[src/rtl/inside_point_stats.sv]
// inside_point_stats: read-only extension stage after the distance filter.
// Walks every point of the frame, keeps count / signed bounding box / sums of
// the points labelled inside, and publishes them with a one-cycle done pulse.
// Optional centroid divider: define INSIDE_STATS_CENTROID_EN.
module inside_point_stats #(
  parameter logic [15:0] LABEL_INSIDE = 16'd2,
  parameter int          SUM_W        = 36
) (
  input  logic                    i_SYSTEM_clk,
  input  logic                    i_SYSTEM_rst,
  input  logic                    EXT_enable,
  input  logic [18:0]             EXT_PCSize,
  output logic                    EXT_readReady,
  input  logic                    EXT_readValid,
  output logic [18:0]             EXT_readID,
  input  logic [15:0]             EXT_readCustomField,
  input  logic [15:0]             EXT_pointX,
  input  logic [15:0]             EXT_pointY,
  input  logic [15:0]             EXT_pointZ,
  output logic                    EXT_writeValid,
  input  logic                    EXT_writeReady,
  output logic [18:0]             EXT_writeID,
  output logic [15:0]             EXT_writeCustomField,
  output logic                    EXT_doneProcessing,
  output logic [31:0]             EXT_status,
  output logic [31:0]             o_inside_count,
  output logic signed [15:0]      o_min_x,
  output logic signed [15:0]      o_min_y,
  output logic signed [15:0]      o_min_z,
  output logic signed [15:0]      o_max_x,
  output logic signed [15:0]      o_max_y,
  output logic signed [15:0]      o_max_z,
  output logic signed [SUM_W-1:0] o_sum_x,
  output logic signed [SUM_W-1:0] o_sum_y,
  output logic signed [SUM_W-1:0] o_sum_z,
  output logic signed [15:0]      o_centroid_x,
  output logic signed [15:0]      o_centroid_y,
  output logic signed [15:0]      o_centroid_z
);
  localparam logic [2:0] S_RESET = 3'b000;
  localparam logic [2:0] S_IDLE  = 3'b001;
  localparam logic [2:0] S_READ  = 3'b010;
  localparam logic [2:0] S_ACC   = 3'b011;
  localparam logic [2:0] S_DONE  = 3'b101;
  localparam logic [2:0] S_ERROR = 3'b111;
  localparam logic signed [15:0] MIN_INIT = 16'sh7FFF;
  localparam logic signed [15:0] MAX_INIT = 16'sh8000;

  logic [2:0]               state;
  logic [19:0]              cnt;      // one extra bit so overrun is visible
  logic signed [15:0]       cap_x, cap_y, cap_z;
  logic [15:0]              cap_lab;
  logic [31:0]              acc_n;
  logic signed [15:0]       mn_x, mn_y, mn_z, mx_x, mx_y, mx_z;
  logic signed [SUM_W-1:0]  sm_x, sm_y, sm_z;
  logic                     over;
  logic                     publish;
  logic                     unused;

  assign over                 = cnt > {1'b0, EXT_PCSize};
  assign EXT_readReady        = (state == S_READ);
  assign EXT_readID           = cnt[18:0];
  assign EXT_writeValid       = 1'b0;
  assign EXT_writeID          = '0;
  assign EXT_writeCustomField = '0;
  assign EXT_status           = {29'd0, state};
  assign unused               = EXT_writeReady;

`ifdef INSIDE_STATS_CENTROID_EN
  localparam logic [2:0] S_DIVIDE = 3'b110;
  localparam int         BW       = $clog2(SUM_W + 1);
  localparam logic [BW-1:0] BIT_LAST = BW'(SUM_W - 1);

  logic [1:0]              div_axis;
  logic [BW-1:0]           div_bit;
  logic [SUM_W-1:0]        div_dvd, div_rem;
  logic [SUM_W-2:0]        div_q;
  logic                    div_neg;
  logic [SUM_W:0]          rem_sh, dvs;
  logic                    ge;
  logic [SUM_W-1:0]        q_nx;
  logic signed [15:0]      res, cen_x, cen_y;
  logic [1:0]              ld_axis;
  logic signed [SUM_W-1:0] ld_sum;

  function automatic logic signed [15:0] sat16(input logic [SUM_W-1:0] q, input logic neg);
    if (!neg) return (q > SUM_W'(32767)) ? 16'sh7FFF : q[15:0];
    else      return (q > SUM_W'(32768)) ? 16'sh8000 : 16'(~q[15:0] + 16'd1);
  endfunction

  assign dvs     = {1'b0, SUM_W'(acc_n)};
  assign rem_sh  = {1'b0, div_rem[SUM_W-2:0], div_dvd[SUM_W-1]} | {div_rem[SUM_W-1], {SUM_W{1'b0}}};
  assign ge      = rem_sh >= dvs;
  assign q_nx    = {div_q, ge};
  assign res     = (acc_n == 32'd0) ? 16'sd0 : sat16(q_nx, div_neg);
  assign publish = (state == S_DIVIDE) && !over && (div_bit == BIT_LAST) && (div_axis == 2'd2);

  // select which axis sum feeds the divider on the next load
  always_comb begin
    ld_axis = (state == S_DONE) ? 2'd0 : div_axis + 2'd1;
    case (ld_axis)
      2'd0:    ld_sum = sm_x;
      2'd1:    ld_sum = sm_y;
      default: ld_sum = sm_z;
    endcase
  end

  // restoring divider on magnitudes, one quotient bit per cycle, axes in turn
  always_ff @(posedge i_SYSTEM_clk or negedge i_SYSTEM_rst) begin
    if (!i_SYSTEM_rst) begin
      div_axis <= '0; div_bit <= '0; div_dvd <= '0; div_rem <= '0;
      div_q <= '0; div_neg <= 1'b0; cen_x <= '0; cen_y <= '0;
    end else if (state == S_DONE && !over) begin
      div_axis <= 2'd0; div_bit <= '0; div_rem <= '0; div_q <= '0;
      div_neg  <= ld_sum[SUM_W-1];
      div_dvd  <= ld_sum[SUM_W-1] ? $unsigned(-ld_sum) : $unsigned(ld_sum);
    end else if (state == S_DIVIDE && !over) begin
      div_rem <= SUM_W'(ge ? rem_sh - dvs : rem_sh);
      div_dvd <= div_dvd << 1;
      div_q   <= q_nx[SUM_W-2:0];
      div_bit <= div_bit + 1'b1;
      if (div_bit == BIT_LAST) begin
        if (div_axis == 2'd0) cen_x <= res;
        if (div_axis == 2'd1) cen_y <= res;
        if (div_axis != 2'd2) begin
          div_axis <= div_axis + 2'd1; div_bit <= '0; div_rem <= '0; div_q <= '0;
          div_neg  <= ld_sum[SUM_W-1];
          div_dvd  <= ld_sum[SUM_W-1] ? $unsigned(-ld_sum) : $unsigned(ld_sum);
        end
      end
    end
  end
`else
  assign publish      = (state == S_DONE) && !over;
  assign o_centroid_x = '0;
  assign o_centroid_y = '0;
  assign o_centroid_z = '0;
`endif

  // frame sequencing, point capture and inside-point accumulation
  always_ff @(posedge i_SYSTEM_clk or negedge i_SYSTEM_rst) begin
    if (!i_SYSTEM_rst) begin
      state <= S_RESET; cnt <= '0;
      cap_x <= '0; cap_y <= '0; cap_z <= '0; cap_lab <= '0;
      acc_n <= '0; sm_x <= '0; sm_y <= '0; sm_z <= '0;
      mn_x <= MIN_INIT; mn_y <= MIN_INIT; mn_z <= MIN_INIT;
      mx_x <= MAX_INIT; mx_y <= MAX_INIT; mx_z <= MAX_INIT;
    end else begin
      case (state)
        S_RESET: state <= S_IDLE;
        S_IDLE: if (EXT_enable) state <= (cnt < {1'b0, EXT_PCSize}) ? S_READ : S_DONE;
        S_READ:
          if (over) state <= S_ERROR;
          else if (EXT_readValid) begin
            cap_x <= EXT_pointX; cap_y <= EXT_pointY; cap_z <= EXT_pointZ;
            cap_lab <= EXT_readCustomField;
            cnt <= cnt + 20'd1;
            state <= S_ACC;
          end
        S_ACC:
          if (over) state <= S_ERROR;
          else begin
            if (cap_lab == LABEL_INSIDE) begin
              acc_n <= acc_n + 32'd1;
              if (cap_x < mn_x) mn_x <= cap_x;
              if (cap_y < mn_y) mn_y <= cap_y;
              if (cap_z < mn_z) mn_z <= cap_z;
              if (cap_x > mx_x) mx_x <= cap_x;
              if (cap_y > mx_y) mx_y <= cap_y;
              if (cap_z > mx_z) mx_z <= cap_z;
              sm_x <= sm_x + {{(SUM_W-16){cap_x[15]}}, cap_x};
              sm_y <= sm_y + {{(SUM_W-16){cap_y[15]}}, cap_y};
              sm_z <= sm_z + {{(SUM_W-16){cap_z[15]}}, cap_z};
            end
            state <= S_IDLE;
          end
`ifdef INSIDE_STATS_CENTROID_EN
        S_DONE:   state <= over ? S_ERROR : S_DIVIDE;
        S_DIVIDE: if (over) state <= S_ERROR; else if (publish) state <= S_IDLE;
`else
        S_DONE:   state <= over ? S_ERROR : S_IDLE;
`endif
        S_ERROR: state <= S_ERROR;
        default: state <= S_ERROR;
      endcase
      // results are being published this cycle: start the next frame clean
      if (publish) begin
        cnt <= '0; acc_n <= '0; sm_x <= '0; sm_y <= '0; sm_z <= '0;
        mn_x <= MIN_INIT; mn_y <= MIN_INIT; mn_z <= MIN_INIT;
        mx_x <= MAX_INIT; mx_y <= MAX_INIT; mx_z <= MAX_INIT;
      end
    end
  end

  // published results and done pulse; empty frames report a zero box
  always_ff @(posedge i_SYSTEM_clk or negedge i_SYSTEM_rst) begin
    if (!i_SYSTEM_rst) begin
      EXT_doneProcessing <= 1'b0; o_inside_count <= '0;
      o_min_x <= '0; o_min_y <= '0; o_min_z <= '0;
      o_max_x <= '0; o_max_y <= '0; o_max_z <= '0;
      o_sum_x <= '0; o_sum_y <= '0; o_sum_z <= '0;
`ifdef INSIDE_STATS_CENTROID_EN
      o_centroid_x <= '0; o_centroid_y <= '0; o_centroid_z <= '0;
`endif
    end else begin
      EXT_doneProcessing <= publish;
      if (publish) begin
        o_inside_count <= acc_n;
        o_min_x <= (acc_n == 32'd0) ? 16'sd0 : mn_x;
        o_min_y <= (acc_n == 32'd0) ? 16'sd0 : mn_y;
        o_min_z <= (acc_n == 32'd0) ? 16'sd0 : mn_z;
        o_max_x <= (acc_n == 32'd0) ? 16'sd0 : mx_x;
        o_max_y <= (acc_n == 32'd0) ? 16'sd0 : mx_y;
        o_max_z <= (acc_n == 32'd0) ? 16'sd0 : mx_z;
        o_sum_x <= sm_x; o_sum_y <= sm_y; o_sum_z <= sm_z;
`ifdef INSIDE_STATS_CENTROID_EN
        o_centroid_x <= cen_x; o_centroid_y <= cen_y; o_centroid_z <= res;
`endif
      end
    end
  end
endmodule

[config.mk]
export PLATFORM = sky130hd
export DESIGN_NAME = inside_point_stats
export DESIGN_NICKNAME = d
export VERILOG_FILES = /design/src/rtl/inside_point_stats.sv
export SDC_FILE = /design/constraint.sdc
export NUM_CORES = 2
export LEC_CHECK = 0
export BUFFER_PORTS_ARGS = -buffer_cell sky130_fd_sc_hd__buf_2
export CORE_UTILIZATION = 55
export DETAILED_ROUTE_END_ITERATION = 12
export HOLD_SLACK_MARGIN = 0.1
export PLACE_DENSITY = 0.77
export SKIP_LAST_GASP = 1
export SLEW_MARGIN = 20
export SYNTH_ARGS = -nofsm -noshare
export SYNTH_HDL_FRONTEND = slang
export SYNTH_SLANG_ARGS = --single-unit
[constraint.sdc]
create_clock -name i_SYSTEM_clk -period 8.6 [get_ports i_SYSTEM_clk]
set_input_delay 0.86 -clock i_SYSTEM_clk [delete_from_list [all_inputs] [get_ports i_SYSTEM_clk]]
set_output_delay 0.86 -clock i_SYSTEM_clk [all_outputs]
set_load 0.03 [all_outputs]
==> qor.yml <==
worst_setup_path:
  startpoint_type: "flip-flop"
  worstPathMaxFanout: 70
  cp_data_required_time_ns: 9.15
  critPathKind: "flip-flop to flip-flop"
  cp.arrival_ns: 5.94
  crit_path_end_kind: "flip-flop"
clock_network:
  post_cts_buffers: 0
  htreeDepth: 2
  cts.repair.resized: 0
  cts_sinks: 560
  tritoncts: "built"
  cts_buffers: 59
  clk_pin_slew_ns: 0.06
  root_buffer: "clkbuf_16"
  worstSkewPairLatency_ns: 0.64
  cts_buffer_depth: 3
  ctsHoldBuffers: 0
global_routing:
  use_met1_pct: 36.00
  use_met3_pct: 4.262
  grt_max_degree: 173
  grt_overflow: 0
  grt_pass1_wl_um: 122000
  grt_pass1_vias: 23192
  grt_usage_pct: 26.93
  antenna_found_initial: 2
  grt.busiest_layer: "met2"
  grt_use_met2_pct: 44.73
routing:
  post-route-drc-count: 0
  routed_wl_um: 75600
  vias: 23985
  routedWlPerCell_um: 17.28
  drtIter0Drc: 1556
  first_pass_iters: 7
  viasPerCell: 5.482
  detail-route-antenna-nets: 0
timing:
  grt_setup_unrepaired: "no"
  max_slew_margin_pct: 31.73
  fin_setup_tns_ns: 0
  drv_slew: 0
  setup_viol: 0
  fmax_mhz: 185.6
  hold_viol_final: 0
  worst_slew_pin_slew_ns: 1.020
  period_needed_ns: 5.387
  fin_crit_sh_pct: 62.64
  fin_hold_ws_ns: 0.1821
  skew_ns: 0.03488
power:
  p_switching_w: 0.003417
  max-vdd-ir-drop_v: 0.0002024
  finalPower_w: 0.009360
  seq_power_share_pct: 35.6
  power_density_nw_per_um2: 272.8
  sw_frac_of_total_pct: 36.51
  pwr-share-clk_pct: 27.9
  p_leak_nw: 18.31
  power.internal_w: 0.005942
  pwr-share-comb_pct: 36.4
finish:
  final_common_cell: "nand2_1"
  layout.nets: 3894
  syn2layout_area_growth_pct: 12.43
  layout-drive-gt1-share_pct: 16.13
  seq_area_um2: 14070
  layout_common_cells: "nand2_1 (819), dfrtp_1 (512), buf_2 (345)"
  fillers: 4571
  finalCoreUtilization_pct: 63.14
  multi_input_area_um2: 14740
synthesis:
  yosys_warnings: 0
  synth_edf_count: 0
  synth_cell_types: 75
  async_flop_share_pct: 100.0
  ys.flop_type: "dfrtp_1"
  syn_inst: 3307
  synth_seq_area_share_pct: 46.11
  synth_area_um2: 30520
  synth.ff_latch_count: 560
  avgSynthCellArea_um2: 9.229
flow_run:
  maxCapViolations: 0
floorplan:
  fp.dieW_um: 237.6
  num_rows: 85
  die_h_um: 237.6
  fp.coreArea_um2: 54350
  fp.dieArea_um2: 56440
  io_pins: 461
  initial_core_util_pct: 56.16
placement:
  port_buffers: 346
  hpwl_um: 52570
  gp_congestion: 0.9097
worst_hold_path:
  hold_path_class: "input pin to async pin"
status:
  status: "completed"
final cells by class:
class / instances / share of cell area [%]
antenna: 2 / 0.01458
timing repair buffer: 371 / 5.706
clock buffer: 101 / 5.382
sequential: 560 / 41.01
clock inverter: 11 / 0.4412
multi-input combinational: 2428 / 42.94
tap: 739 / 2.695
inverter: 163 / 1.805
sequential cells by signal, indices dropped and copies added, names as in the netlist, 20 cells and up:
signal          cells
acc_n              32
sm_x               36
o_inside_count     32
sm_y               36
sm_z               36
cnt                20
o_sum_y            36
o_sum_z            36
o_sum_x            36
Yosys cell counts (5+ instances only):
cell / n / area, um2
a211oi_1: 20 / 150.1
a21o_1: 82 / 615.6
a21oi_1: 117 / 585.6
a22o_1: 6 / 52.55
a31oi_1: 10 / 62.56
a32oi_1: 19 / 166.4
and3_1: 20 / 125.1
and4_1: 6 / 52.55
buf_1: 22 / 82.58
buf_2: 34 / 170.2
buf_4: 133 / 998.5
clkbuf_1: 77 / 289.0
dfrtp_1: 512 / 12810
dfstp_2: 48 / 1261
ha_1: 220 / 2753
inv_1: 163 / 611.8
mux2_2: 46 / 518.0
mux2i_1: 45 / 450.4
nand2_1: 820 / 3078
nand2b_1: 22 / 137.6
nand3_1: 140 / 700.7
nand4_1: 38 / 237.7
nor2_1: 147 / 551.8
nor2_2: 9 / 56.30
nor2b_1: 15 / 93.84
nor3_1: 17 / 85.08
nor4_1: 14 / 87.58
o2111ai_1: 6 / 52.55
o211ai_1: 11 / 82.58
o21a_1: 21 / 157.7
o21ai_0: 153 / 765.7
o21bai_1: 17 / 127.6
o22a_1: 30 / 262.8
o22ai_1: 5 / 31.28
o31ai_1: 42 / 315.3
o41ai_1: 10 / 87.58
or2_2: 7 / 43.79
or3_1: 9 / 56.30
xnor2_1: 58 / 508.0
xor2_1: 67 / 586.8
stage by stage:
stage	setup WS (ns)	cells	cell area (um2)
floorplan	4.785	3419	30940
global placement	2.734	4261	32310
detailed placement	2.684	4261	32310
CTS	3.175	4373	34310
global route	2.886	4375	34320
finish	3.213	4375	34320
cells by family after synthesis:
logic type,Yosys count,synth area share (%)
multiplexers,91,3.173
flip-flops,560,46.11
AO/OA/AOI/OAI,593,12.91
buffers and inverters,431,7.125
other,1,0.01229
XOR/XNOR,125,3.587
adder cells (fa/ha/maj),223,9.215
AND/OR/NAND/NOR,1283,17.86
layer usage:
layer | part of all wire (%) | vias to the layer above
li1 | - | 11632
met1 | 44 | 11633
met2 | 48 | 593
met3 | 5.2 | 127
met4 | 3.1 | 0
met5 | 0 | -
power by group through the flow:
stage,clock network (W),logic (W),registers [W]
detailed placement,0,0.00336,0.00338
global route,0.00276,0.00386,0.00337
CTS,0.00266,0.00339,0.00334
finish,0.00261,0.00341,0.00333
global placement,0,0.00328,0.00338
floorplan,0,0.00273,0.00322
worst max-delay path, stage by stage, from the launching register on:
cell       delay, ns
dfrtp_1         0.44
ha_1            0.32
nand3_1         0.08
or3_1           0.39
or3_1           0.42
o21bai_1        0.17
o2111ai_1       0.27
and2_1          0.53
nand2b_4        0.51
buf_4           0.63
buf_4           0.69
nand3_1         0.14
o221a_2         0.41
o22a_1          0.25
final timing paths:
check / end / startpoint / slack (ns) / cells after the start
min reg2reg: o_max_x[8] / o_max_x[8] / 0.46 / 2
min: o_inside_count[13] / i_SYSTEM_rst / 0.18 / 1
max reg2reg: mn_y[5] / cnt[17] / 3.21 / 13
max in group asynchronous: sm_z[26] / i_SYSTEM_rst / 6.55 / 3
max: mn_y[5] / cnt[17] / 3.21 / 13
min in group i_SYSTEM_clk: cap_z[11] / EXT_pointZ[11] / 0.43 / 3
(Power assumes the default switching activity.)
